### config.mk
export PLATFORM = sky130hd
export DESIGN_NAME = uart_tx_fifo
export DESIGN_NICKNAME = d
export VERILOG_FILES = /design/src/rtl/uart_tx_fifo.sv
export SDC_FILE = /design/constraint.sdc
export NUM_CORES = 1
export LEC_CHECK = 0
export BUFFER_PORTS_ARGS = -buffer_cell sky130_fd_sc_hd__buf_2
export CAP_MARGIN = 20
export CORE_ASPECT_RATIO = 1.25
export CORE_UTILIZATION = 60
export CTS_CLUSTER_SIZE = 16
export DETAILED_ROUTE_END_ITERATION = 10
export GPL_ROUTABILITY_DRIVEN = 0
export PLACE_DENSITY = 0.78
export SETUP_SLACK_MARGIN = 0.2
export SYNTH_ARGS = -nofsm -noshare
export SYNTH_HDL_FRONTEND = slang
export SYNTH_SLANG_ARGS = --single-unit
### constraint.sdc
create_clock -name clk_i -period 2.7 [get_ports clk_i]
set_clock_uncertainty 0.1 [all_clocks]
set_input_delay 0.27 -clock clk_i [delete_from_list [all_inputs] [get_ports clk_i]]
set_output_delay 0.27 -clock clk_i [all_outputs]
set_load 0.01 [all_outputs]
### src/rtl/uart_tx_fifo.sv
// Byte FIFO feeding a UART transmitter: tx_en/tx_done handshake, one byte per frame.
// Optional level output and low-watermark interrupt: define UART_TXFIFO_LEVEL_EN.
module uart_tx_fifo #(
  parameter int DEPTH  = 16,
  parameter int LOW_WM = 2
) (
  input  logic                       clk_i,
  input  logic                       rst_ni,
  input  logic                       wr_valid_i,
  input  logic [7:0]                 wr_data_i,
  output logic                       wr_ready_o,
  input  logic                       flush_i,
  output logic                       tx_en_o,
  output logic [7:0]                 tx_data_o,
  input  logic                       tx_done_i,
  output logic                       busy_o,
  output logic                       empty_o,
  output logic                       full_o
`ifdef UART_TXFIFO_LEVEL_EN
  ,
  output logic [$clog2(DEPTH):0]     level_o,
  output logic                       lvl_irq_o
`endif
);

  // state   | meaning
  // IDLE    | no byte in flight; issues the head byte when the FIFO is non-empty
  // WAIT_HI | byte issued, waiting for tx_done_i to rise
  // WAIT_LO | done seen, waiting for tx_done_i to fall (transmitter back to idle)
  typedef enum logic [1:0] {
    IDLE    = 2'd0,
    WAIT_HI = 2'd1,
    WAIT_LO = 2'd2
  } state_t;

  localparam int AW = $clog2(DEPTH);
  localparam int CW = AW + 1;

  state_t        state;
  logic [7:0]    mem [DEPTH];
  logic [CW-1:0] wr_ptr;
  logic [CW-1:0] rd_ptr;
  logic          empty;
  logic          full;
  logic          wr_fire;
  logic          pop;

  // Pointers carry one extra wrap bit so full and empty are distinguishable.
  assign empty   = (wr_ptr == rd_ptr);
  assign full    = (wr_ptr[AW-1:0] == rd_ptr[AW-1:0]) && (wr_ptr[AW] != rd_ptr[AW]);

  assign wr_ready_o = ~full & ~flush_i;
  assign wr_fire    = wr_valid_i & wr_ready_o;
  assign pop        = (state == IDLE) & ~empty & ~flush_i;

  assign empty_o = empty;
  assign full_o  = full;
  assign busy_o  = (state != IDLE) | ~empty;

  always_ff @(posedge clk_i) begin
    if (wr_fire) begin
      mem[wr_ptr[AW-1:0]] <= wr_data_i;
    end
  end

  always_ff @(posedge clk_i or negedge rst_ni) begin
    if (!rst_ni) begin
      wr_ptr <= '0;
      rd_ptr <= '0;
    end else begin
      if (wr_fire) begin
        wr_ptr <= wr_ptr + CW'(1);
      end
      // Flush drops everything queued; a byte already issued is unaffected.
      if (flush_i) begin
        rd_ptr <= wr_ptr;
      end else if (pop) begin
        rd_ptr <= rd_ptr + CW'(1);
      end
    end
  end

  always_ff @(posedge clk_i or negedge rst_ni) begin
    if (!rst_ni) begin
      state     <= IDLE;
      tx_en_o   <= 1'b0;
      tx_data_o <= 8'h00;
    end else begin
      tx_en_o <= 1'b0;
      case (state)
        IDLE: begin
          if (pop) begin
            tx_en_o   <= 1'b1;
            tx_data_o <= mem[rd_ptr[AW-1:0]];
            state     <= WAIT_HI;
          end
        end
        WAIT_HI: begin
          if (tx_done_i) begin
            state <= WAIT_LO;
          end
        end
        WAIT_LO: begin
          if (!tx_done_i) begin
            state <= IDLE;
          end
        end
        default: state <= IDLE;
      endcase
    end
  end

`ifdef UART_TXFIFO_LEVEL_EN
  assign level_o   = wr_ptr - rd_ptr;
  assign lvl_irq_o = (level_o <= CW'(LOW_WM));
`endif

endmodule

**Yosys cells after proc, flatten, opt, wreduce, memory -nomap -nowiden**

Memories as Yosys holds them, arrays and structs flattened. A register that Yosys moved wholly into a read port is not among the register bits.
Index checks and enable logic that the tools add are counted.

- Register bits after elaboration: 13
- Bits in latches: 0
- Memory bits (writable): 128
- Bits in read-only memories: 0
- Output and inout port bits: 13
- Logic and storage cells: 40
- Memories: 1

Memory list:

| name | depth | bits a word | read ports | clocked after memory_dff | write ports | RTL line | text |
|---|---|---|---|---|---|---|---|
| mem | 16 | 8 | 1 | 1 | 1 | 40 | `logic [7:0] mem [DEPTH];` |

- Add/subtract/negate cells: 2
- Multiply operators: 0
- Divide/modulo/power cells: 0
- Magnitude comparators: 0
- Equal/unequal tests: 8
- Shifts and indexed selects: 0
- Muxes and demuxes: 10
- Bitwise gates (word level): 8
- Reduce and logical (&&, ||, !) cells: 7

Operators by type and width:

| kind | number |
|---|---|
| $add 5x1->5 const B | 2 |
| $mux 5 | 2 |
| $mux 2 | 3 |
| $ne 2x2->1 const B | 3 |
| $pmux 2 s3 | 1 |
| $eq 5x5->1 | 1 |
| $and 1x1->1 | 4 |
| $eq 4x4->1 | 1 |
| $mux 1 | 4 |
| $reduce_bool 2->1 | 2 |
| $not 1->1 | 3 |
| $reduce_and 3->1 | 1 |
| $eq 2x1->1 const B | 1 |
| $eq 2x2->1 const B | 1 |
| $logic_not 2->1 | 1 |
| $reduce_and 2->1 | 1 |
| $logic_and 1x1->1 | 1 |
| $logic_not 1->1 | 1 |
| $ne 1x1->1 | 1 |
| $or 1x1->1 | 1 |

**Depth between registers and ports, before layout**

Gate-level depths: netlist of the first run.

- Depth after elaboration: 7
- Mapped depth: 7
- Gate-level depth less buffers: 5

**Worst setup path after synthesis of the first run**

OpenSTA, ideal clock, no wires.

- Kind: register to register
- Start point: register rd_ptr[0]
- End point: memory mem[11][0], enable pin
- Setup time: 0.332 ns
- Data arrival time: 1.530 ns
- Required time: 2.268 ns
- Setup slack: 0.739 ns
- Cell stages (with the launch flop): 7
- Buffers on the path: 2
- Clock period less this slack: 1.961 ns
- Path through: dfrtp_1 buf_6 xnor2_1 nand4_2 o211a_1 clkbuf_1 and3_1

- Word-level cells in the longest chain between the ends: 7

Ends and longest elaborated chain:

| what | RTL line | text |
|---|---|---|
| from (decl) | 42 | `logic [CW-1:0] rd_ptr;` |
| from (signal assigned) | 76 | `rd_ptr <= wr_ptr;` |
| from (signal assigned) | 78 | `rd_ptr <= rd_ptr + CW'(1);` |
| $eq 4x4->1 | 50 | `assign full = (wr_ptr[AW-1:0] == rd_ptr[AW-1:0]) && (wr_ptr[AW] != rd_ptr[AW]);` |
| $logic_and 1x1->1 | 50 |  |
| $not 1->1 | 52 | `assign wr_ready_o = ~full & ~flush_i;` |
| $and 1x1->1 | 52 |  |
| $and 1x1->1 | 53 | `assign wr_fire = wr_valid_i & wr_ready_o;` |
| $mux 1 | 61 | `if (wr_fire) begin` |
| $mux 1 (implied by the code) | 62 | `mem[wr_ptr[AW-1:0]] <= wr_data_i;` |
| to (decl) | 40 |  |

No other way between the ends.

**Final worst setup path of the first run**

- Start point: register rd_ptr[3]
- End point: memory mem[3][6], enable pin

Same word-level chain as after synthesis.

==> impl_metrics.json, run 1 <==
{
  "hold_viol": 0,
  "tritoncts": "done",
  "path_delay_family": "simple AND/OR/NAND/NOR gates",
  "critPathRequiredTime_ns": 2.66,
  "grt_usage_pct": 24.0,
  "ioPinCount": 26,
  "clkLatencyLatePin_ns": 0.42,
  "fmax_mhz": 429,
  "p_int_mw": 5.39,
  "start_kind": "register",
  "synth_top_area_share_pct": 63.2,
  "htreeDepth": 4,
  "grt_pass1_wl_um": 17600,
  "antenna_found_initial": 0,
  "max_stage_delay_ns": 0.53,
  "swShare_pct": 28.3,
  "synth.most_common_cell": "edfxtp_1",
  "die_y_um": 115,
  "syn2layout_area_growth_pct": 14.3,
  "grt_max_degree": 36,
  "yosysWarningCount": 0,
  "yosys-top-cells-area": "edfxtp_1 (63%), dfrtp_1 (8.6%), mux4_1 (6.5%)",
  "synth_cell_types": 41,
  "die-area_mm2": 0.0106,
  "grt_setup_unrepaired": "no",
  "hp-class": "in2reg",
  "timing.rr.start": "rd_ptr[3]",
  "num_vias": 2976,
  "tightest_slew_ns": 0.744,
  "fp-row-count": 40,
  "slew_headroom_pct": 50.3,
  "ys_seq_area_share_pct": 71.8,
  "overflow": 0,
  "leakage_nw": 2.52,
  "synth_common_cells": "edfxtp_1 (128), dfrtp_1 (21), mux4_2 (17)",
  "syn_area_per_cell_um2": 19.6,
  "power.density_mw_per_mm2": 1080,
  "io_buffers": 25,
  "combPwrFrac_pct": 26.6,
  "clockBufferDepth": 2,
  "path_clk_slew_ns": 0.06,
  "p_switching_mw": 2.13,
  "clkPwrFrac_pct": 34.5,
  "ctsHoldBuffers": 2,
  "cp_max_fo": 20,
  "outcome": "finished clean",
  "hp-start": "wr_data_i[3]",
  "cts_buffers": 17,
  "drc": 0,
  "crit_type": "reg2reg",
  "finalCritPeriodShare_pct": 86.4,
  "place_ws_ns": 0.379,
  "async_reset_ff_share_pct": 14.1,
  "drt_pass1_iterations": 4,
  "slew_viol_final": 0,
  "fin_ws_ns": 0.368,
  "wl_um": 11400,
  "period_needed_ns": 2.33,
  "cp-end-kind": "register",
  "synth_area_mm2": 0.00609,
  "fin_tns_setup_ns": 0,
  "critical_path.startpoint": "rd_ptr[3]",
  "maxCapViolCount": 0,
  "dpl.hpwl_um": 7250,
  "synth_edf_count": 128,
  "grt_pass1_vias": 3035,
  "dr.first_iter.drc_count": 335,
  "crit_buf_inv": 0,
  "synthesis.nets": 328,
  "cts_resized": 0,
  "cp_slowest_cell": "o211a_1",
  "crit_chain": "xnor2_1 > nand4_2 > o211a_1 > and3_1",
  "postSynthCellCount": 310,
  "cts-root-buf": "clkbuf_16",
  "fp.dieW_um": 92.1,
  "ant_nets": 0,
  "drive_gt1_share_pct": 24.9,
  "clock_sinks": 149,
  "critPathArrivalTime_ns": 2.29,
  "vdd_drop_max_uv": 668,
  "diodes": 0,
  "wl_per_cell_um": 23.7,
  "p_seq_share_pct": 39.0,
  "vias_per_cell": 6.20,
  "core_mm2": 0.00976,
  "initial_core_util_pct": 62.4,
  "final_nets": 359,
  "ys.flop_type": "edfxtp_1",
  "setup_viol_count_final": 0,
  "cts_setup_buffers": 0,
  "synth_top_cell_by_area": "edfxtp_1",
  "ys_seq_elements": 149
}
-- flip-flops by register name, indices dropped and copies added (netlist names) --
signal     cells
mem          128
tx_data_o      8
rd_ptr         5
wr_ptr         5
state          2
tx_en_o        1
-- logic make-up (layout without fill, tap and decap cells) --
kind of cell             Yosys count  in the layout  synth area share (%)
adder cells (fa/ha/maj)            5              5                  1.03
multiplexers                      41             41                  14.9
flip-flops                       149            149                  71.8
XOR/XNOR                          11             11                  1.58
AND/OR/NAND/NOR                   54             54                  5.00
AO/OA/AOI/OAI                     29             29                  3.54
buffers and inverters             21             65                  2.16
-- metrics by stage --
step	instance area [um^2]	total power [mW]	hold slack [ns]	instances	utilization, %
after detailed placement	6280	4.96	0.177	446	64.4
after global routing	6960	7.82	0.145	480	71.3
after global placement	6280	4.90	0.168	446	64.4
after floorplan	6090	4.51	-0.126	310	-
final	6960	7.52	0.147	480	71.3
after CTS	6960	7.56	0.138	480	71.3
-- worst register-to-register path: stages (launching register included) --
cell and delay [ns]:
dfrtp_1 0.45, xnor2_1 0.18, nand4_2 0.19, o211a_1 0.53
and3_1 0.54
-- cell type report --
type | count | area [um^2]
Clock buffer | 21 | 460
Clock inverter | 11 | 195
Fill cell | 566 | 2800
Inverter | 4 | 15.0
Multi-Input combinational cell | 140 | 1590
Sequential cell | 149 | 4370
Tap cell | 126 | 158
Timing Repair Buffer | 29 | 173
-- layer usage --
layer / up-vias / global-route usage, % / wire (um)
met3: 14 / 6.18 / 616
met5: - / 0 / 0
met1: 1535 / 31.2 / 4500
met2: 110 / 40.2 / 6090
met4: 0 / 7.29 / 174
li1: 1317 / - / -
-- cells in the final DEF (no fill, tap or decap), drive strengths merged --
cell	instances
mux2i	1
clkinv	3
nand3	1
o21ai	6
o31a	1
nor2b	4
edfxtp	128
dlygate4sd3	2
mux4	32
ha	5
nor2	8
a22oi	16
and3	16
o22ai	1
nor3	2
dfrtp	21
xor2	5
nand2	15
o211ai	1
nand2b	3
mux2	8
nand4	2
and2	2
a31oi	1
xnor2	6
o211a	1
clkbuf	21
buf	27
inv	7
bufinv	5
o21a	1
a21boi	1
or3	1
-- final timing paths --
| kind | endpoint | slack (ns) | cells after the start |
|---|---|---|---|
| max in group asynchronous | rd_ptr[0] | 1.85 | 2 |
| worst max register to register | mem[3][6] | 0.37 | 4 |
| worst min-delay path | mem[3][3] | 0.15 | 1 |
| min in group asynchronous | tx_data_o[7] | 0.26 | 2 |
| worst max-delay path | mem[3][6] | 0.37 | 4 |
| worst min register to register | tx_data_o[1] | 0.41 | 1 |
-- power by group through the flow --
stage	Clock [mW]	Sequential [mW]	Combinational (mW)
3_3_place_gp	0	2.96	1.95
2_1_floorplan	0	2.93	1.58
5_1_grt	2.69	2.96	2.17
6_report	2.59	2.93	2.00
4_1_cts	2.61	2.93	2.02
3_5_place_dp	0	2.98	1.98
Note: power is estimated with default switching activity, not from simulation.
==> run 2, diff against run 1 <==
--- a/config.mk
+++ b/config.mk
@@ -13,7 +13,7 @@
 export DETAILED_ROUTE_END_ITERATION = 10
 export GPL_ROUTABILITY_DRIVEN = 0
 export PLACE_DENSITY = 0.78
-export SETUP_SLACK_MARGIN = 0.2
+export SETUP_SLACK_MARGIN = 0.4
 export SYNTH_ARGS = -nofsm -noshare
 export SYNTH_HDL_FRONTEND = slang
 export SYNTH_SLANG_ARGS = --single-unit
==> run 2 against run 1 <==
  * Power about the same
  * Die area unchanged
  * Clock-buffer cell count unchanged
  * First-iteration DRC count decreased by 4.2%
  * Critical path type unchanged
  * Critical endpoint is now mem[6][6]
  * Highest routed layer unchanged
==> impl_metrics.json, run 2 (synthesis gave the netlist of run 1 again) <==
{
  "grt_pass1_wl_um": 17600,
  "hold_depth": 1,
  "cp-end-kind": "register",
  "critPathRequiredTime_ns": 2.66,
  "slew_viol_final": 0,
  "core_mm2": 0.00976,
  "fillers": 570,
  "largest_reg_flops": 128,
  "ant_nets": 0,
  "power.density_mw_per_mm2": 1080,
  "finish.utilization_pct": 71.4,
  "cts-root-buf": "clkbuf_16",
  "grt_usage_pct": 24.0,
  "place_ws_ns": 0.379,
  "final_cells": 480,
  "multiInputGateArea_mm2": 0.00159,
  "crit_chain": "xnor2_1 > nand4_2 > o211a_2 > and3_1",
  "clkLatencyLatePin_ns": 0.41,
  "path_clk_slew_ns": 0.06,
  "start_kind": "register",
  "cts_buffers": 17,
  "drc": 0,
  "syn2layout_area_growth_pct": 14.5,
  "ioPinCount": 26,
  "die_y_um": 115,
  "period_needed_ns": 2.19,
  "finalCritPeriodShare_pct": 81.2,
  "wl_per_cell_um": 23.8,
  "cp_slowest_cell": "and3_1",
  "setup_viol_count_final": 0,
  "cp_max_fo": 20,
  "clock_sinks": 149,
  "htreeDepth": 4,
  "grt_pass1_vias": 3035,
  "tritoncts": "done",
  "dp_cells": 446,
  "outcome": "finished clean",
  "drt_pass1_iterations": 4,
  "max_stage_delay_ns": 0.48,
  "crit_type": "reg2reg",
  "die-area_mm2": 0.0106,
  "layout_commonest_cell": "edfxtp_1",
  "num_vias": 2976,
  "fin_tns_setup_ns": 0,
  "final_nets": 359,
  "wl_um": 11400,
  "antenna_found_initial": 0,
  "leakage_nw": 2.51,
  "critPathArrivalTime_ns": 2.16,
  "hp-class": "in2reg",
  "fin_ws_ns": 0.507,
  "fmax_mhz": 456,
  "grt_setup_unrepaired": "no",
  "vias_per_cell": 6.20,
  "diodes": 0,
  "vdd_drop_max_uv": 667,
  "initial_core_util_pct": 62.4,
  "most-common-layout-cells": "edfxtp_1 (128), buf_2 (25), dfrtp_1 (20)",
  "drive_gt1_share_pct": 27.1,
  "io_buffers": 25,
  "hold_viol": 0,
  "maxCapViolCount": 0,
  "clockBufferDepth": 2,
  "dr.first_iter.drc_count": 321,
  "hold_slack_ns": 0.160,
  "overflow": 0,
  "seq_area_mm2": 0.00437,
  "grt_max_degree": 36,
  "fp.dieW_um": 92.1,
  "fp-row-count": 40,
  "tightest_slew_ns": 0.729,
  "ff2ff_path_depth": 4,
  "slew_headroom_pct": 51.3,
  "dpl.hpwl_um": 7250
}
## run 2: worst max-delay path: cells and delay by family, from the launching register on
family	cells	cell delay (ns)
simple gates	2	0.67
flops	1	0.45
compound gates	1	0.45
xor+xnor	1	0.17
## run 2: metal layers
layer  GRT usage (%)  vias to the layer above  share of wire (%)
met3            6.18                        8                4.5
met1            31.2                     1547                 40
met2            40.2                      100                 54
met4            7.29                        0               0.94
met5               0                        -                  0
li1                -                     1321                  -
## run 2: stage by stage
stage	total power [mW]	area, um^2
2_1_floorplan	4.51	6090
4_1_cts	7.56	6960
5_1_grt	7.82	6970
3_3_place_gp	4.90	6280
3_5_place_dp	4.96	6280
6_report	7.53	6970
## run 2: worst paths after layout
path,start,slack [ns],endpoint
min in group asynchronous,rst_ni,0.27,tx_data_o[7]
setup / recovery,rd_ptr[3],0.51,mem[6][6]
max in group asynchronous,rst_ni,1.84,rd_ptr[0]
hold / removal,wr_data_i[3],0.16,mem[3][3]
setup reg to reg,rd_ptr[3],0.51,mem[6][6]
hold reg to reg,tx_data_o[1],0.41,tx_data_o[1]
## run 2: cell type report
cell class | count | area share, %
flip-flops and latches | 149 | 62.7
inverters | 4 | 0.216
repair buffers | 29 | 2.48
multi-input cells | 140 | 22.9
clock inverters | 11 | 2.80
well taps | 126 | 2.26
clock buffers | 21 | 6.61
## run 2: what timing repair did
item,4_1_cts,5_1_grt
endpoints found under the setup margin,41,32
hold buffers,2,0
resized for setup,3,5
setup buffers,0,0
endpoints found under the hold margin,22,0
## run 2: power breakdown
group          switching, mW  internal (mW)  total [mW]
clock                  0.894           1.70        2.59
sequential             0.173           2.76        2.93
combinational           1.07          0.939        2.00
==> run 3, diff against run 2 <==
--- a/config.mk
+++ b/config.mk
@@ -8,11 +8,11 @@
 export BUFFER_PORTS_ARGS = -buffer_cell sky130_fd_sc_hd__buf_2
 export CAP_MARGIN = 20
 export CORE_ASPECT_RATIO = 1.25
-export CORE_UTILIZATION = 60
+export CORE_UTILIZATION = 55
 export CTS_CLUSTER_SIZE = 16
 export DETAILED_ROUTE_END_ITERATION = 10
 export GPL_ROUTABILITY_DRIVEN = 0
-export PLACE_DENSITY = 0.78
+export PLACE_DENSITY = 0.75
 export SETUP_SLACK_MARGIN = 0.4
 export SYNTH_ARGS = -nofsm -noshare
 export SYNTH_HDL_FRONTEND = slang
==> constraint.sdc (replaced) <==
create_clock -name clk_i -period 1.9 [get_ports clk_i]
set_clock_uncertainty 0.1 [all_clocks]
set_input_delay 0.19 -clock clk_i [delete_from_list [all_inputs] [get_ports clk_i]]
set_output_delay 0.19 -clock clk_i [all_outputs]
set_load 0.01 [all_outputs]
==> run 3 against run 2 <==
  * The flow now finishes with violations (negative setup slack)
  * Clock power is 38% higher
  * First-iteration DRC count is 7.5% lower
  * Non-clock buffer count is 41 higher
  * Largest cell class unchanged
  * Largest power group is now combinational cells
  * Highest routed layer unchanged
==> impl_metrics.json, run 3 (synthesis gave the netlist of run 1 again) <==
{
  "vias_per_cell": 6.18,
  "fp-row-count": 42,
  "clock_sinks": 149,
  "fillers": 591,
  "grtUsageMet3_pct": 6.27,
  "hold_viol": 0,
  "maxCapViolCount": 0,
  "grt_max_degree": 22,
  "die-area_mm2": 0.0115,
  "outcome": "complete, but fails checks",
  "slew_headroom_pct": 43.7,
  "clkLatencyLatePin_ns": 0.42,
  "tightest_slew_ns": 0.843,
  "crit_type": "reg2reg",
  "finalCritPeriodShare_pct": 110,
  "clockBufferDepth": 2,
  "critPathArrivalTime_ns": 2.29,
  "period_needed_ns": 2.10,
  "wl_um": 14000,
  "setup_viol_count_final": 36,
  "overflow": 0,
  "fp.dieW_um": 96.1,
  "io_buffers": 25,
  "grt_pass1_vias": 3398,
  "grt_usage_pct": 26.4,
  "tritoncts": "done",
  "start_kind": "register",
  "drt_pass1_iterations": 5,
  "grt_setup_unrepaired": "yes",
  "ant_nets": 0,
  "most-common-layout-cells": "edfxtp_1 (128), mux4_2 (31), buf_2 (23)",
  "largest_reg_flops": 128,
  "cp_max_fo": 4,
  "hp-class": "in2reg",
  "die_y_um": 120,
  "cp-end-kind": "register",
  "placed_area_mm2": 0.00660,
  "drc": 0,
  "dr.first_iter.drc_count": 297,
  "layout_commonest_cell": "edfxtp_1",
  "ioPinCount": 26,
  "path_clk_slew_ns": 0.06,
  "fin_ws_ns": -0.198,
  "htreeDepth": 4,
  "place_ws_ns": -0.287,
  "design_area_mm2": 0.00762,
  "diodes": 0,
  "vdd_drop_max_uv": 930,
  "initial_core_util_pct": 57.0,
  "core_mm2": 0.0107,
  "critPathRequiredTime_ns": 2.09,
  "grt_use_met1_pct": 33.4,
  "syn2layout_area_growth_pct": 25.2,
  "power.density_mw_per_mm2": 1610,
  "violations": "negative setup slack",
  "leakage_nw": 2.72,
  "num_vias": 3282,
  "cts-root-buf": "clkbuf_16",
  "wl_per_cell_um": 26.4,
  "antenna_found_initial": 0,
  "drive_gt1_share_pct": 46.4,
  "grt_pass1_wl_um": 20600,
  "dpl.hpwl_um": 7850,
  "fmax_mhz": 477,
  "slew_viol_final": 0,
  "final_nets": 404,
  "grt_use_met2_pct": 41.9,
  "busiest_layer": "met2",
  "hold_slack_ns": 0.0559,
  "cts_buffers": 17
}
[run 3: worst paths after layout]
check / slack, ns / from / to / depth (start not counted)
max in group asynchronous: 1.08 / rst_ni / rd_ptr[0] / 2
setup / recovery: -0.20 / rd_ptr[0] / tx_data_o[6] / 7
hold / removal: 0.06 / wr_data_i[4] / mem[6][4] / 1
min in group asynchronous: 0.20 / rst_ni / tx_data_o[7] / 2
setup reg to reg: -0.20 / rd_ptr[0] / tx_data_o[6] / 7
hold reg to reg: 0.42 / tx_data_o[7] / tx_data_o[7] / 1
[run 3: power breakdown]
part	leakage [nW]	total (mW)	internal, mW	switching (mW)
combinational	1.00	4.50	2.37	2.14
sequential	1.41	4.17	3.92	0.252
clock	0.302	3.57	2.23	1.34
[run 3: repair_timing]
| item | CTS | global route |
|---|---|---|
| gates cloned | 4 | 1 |
| endpoints found under the setup margin | 152 | 152 |
| hold buffers | 2 | 0 |
| pin swaps | 8 | 6 |
| resized for setup | 41 | 5 |
| endpoints found under the hold margin | 23 | 0 |
| buffers inserted | 10 | 4 |
[run 3: final cells by class]
class / instances / area (um^2) / share of cell area [%]
Clock buffer: 19 / 433 / 5.68
Clock inverter: 13 / 198 / 2.59
Inverter: 4 / 15.0 / 0.197
Multi-Input combinational cell: 144 / 1800 / 23.7
Sequential cell: 149 / 4370 / 57.3
Tap cell: 132 / 165 / 2.17
Timing Repair Buffer: 70 / 637 / 8.36
[run 3: critical path, stage by stage (launching register included)]
cell     delay, ns
dfrtp_2       0.44
buf_12        0.13
buf_12        0.10
buf_8         0.12
mux4_2        0.52
a22oi_2       0.19
nand2_1       0.10
mux2_4        0.27
[run 3: routing by layer]
metal | vias up | share of wire (%)
li1 | 1404 | -
met1 | 1692 | 38
met2 | 152 | 51
met3 | 34 | 6.4
met4 | 0 | 4.5
met5 | - | 0
[run 3: metrics by stage]
step                total power [mW]  TNS [ns]  utilization, %  instances
finish                          12.2     -1.76            71.5        531
global route                    12.6     -5.73            71.5        531
CTS                             12.0     -1.04            70.7        526
detailed placement              7.71    -18.78            61.8        478
global placement                7.64    -15.72            61.8        478
floorplan                       6.66         0               -        310
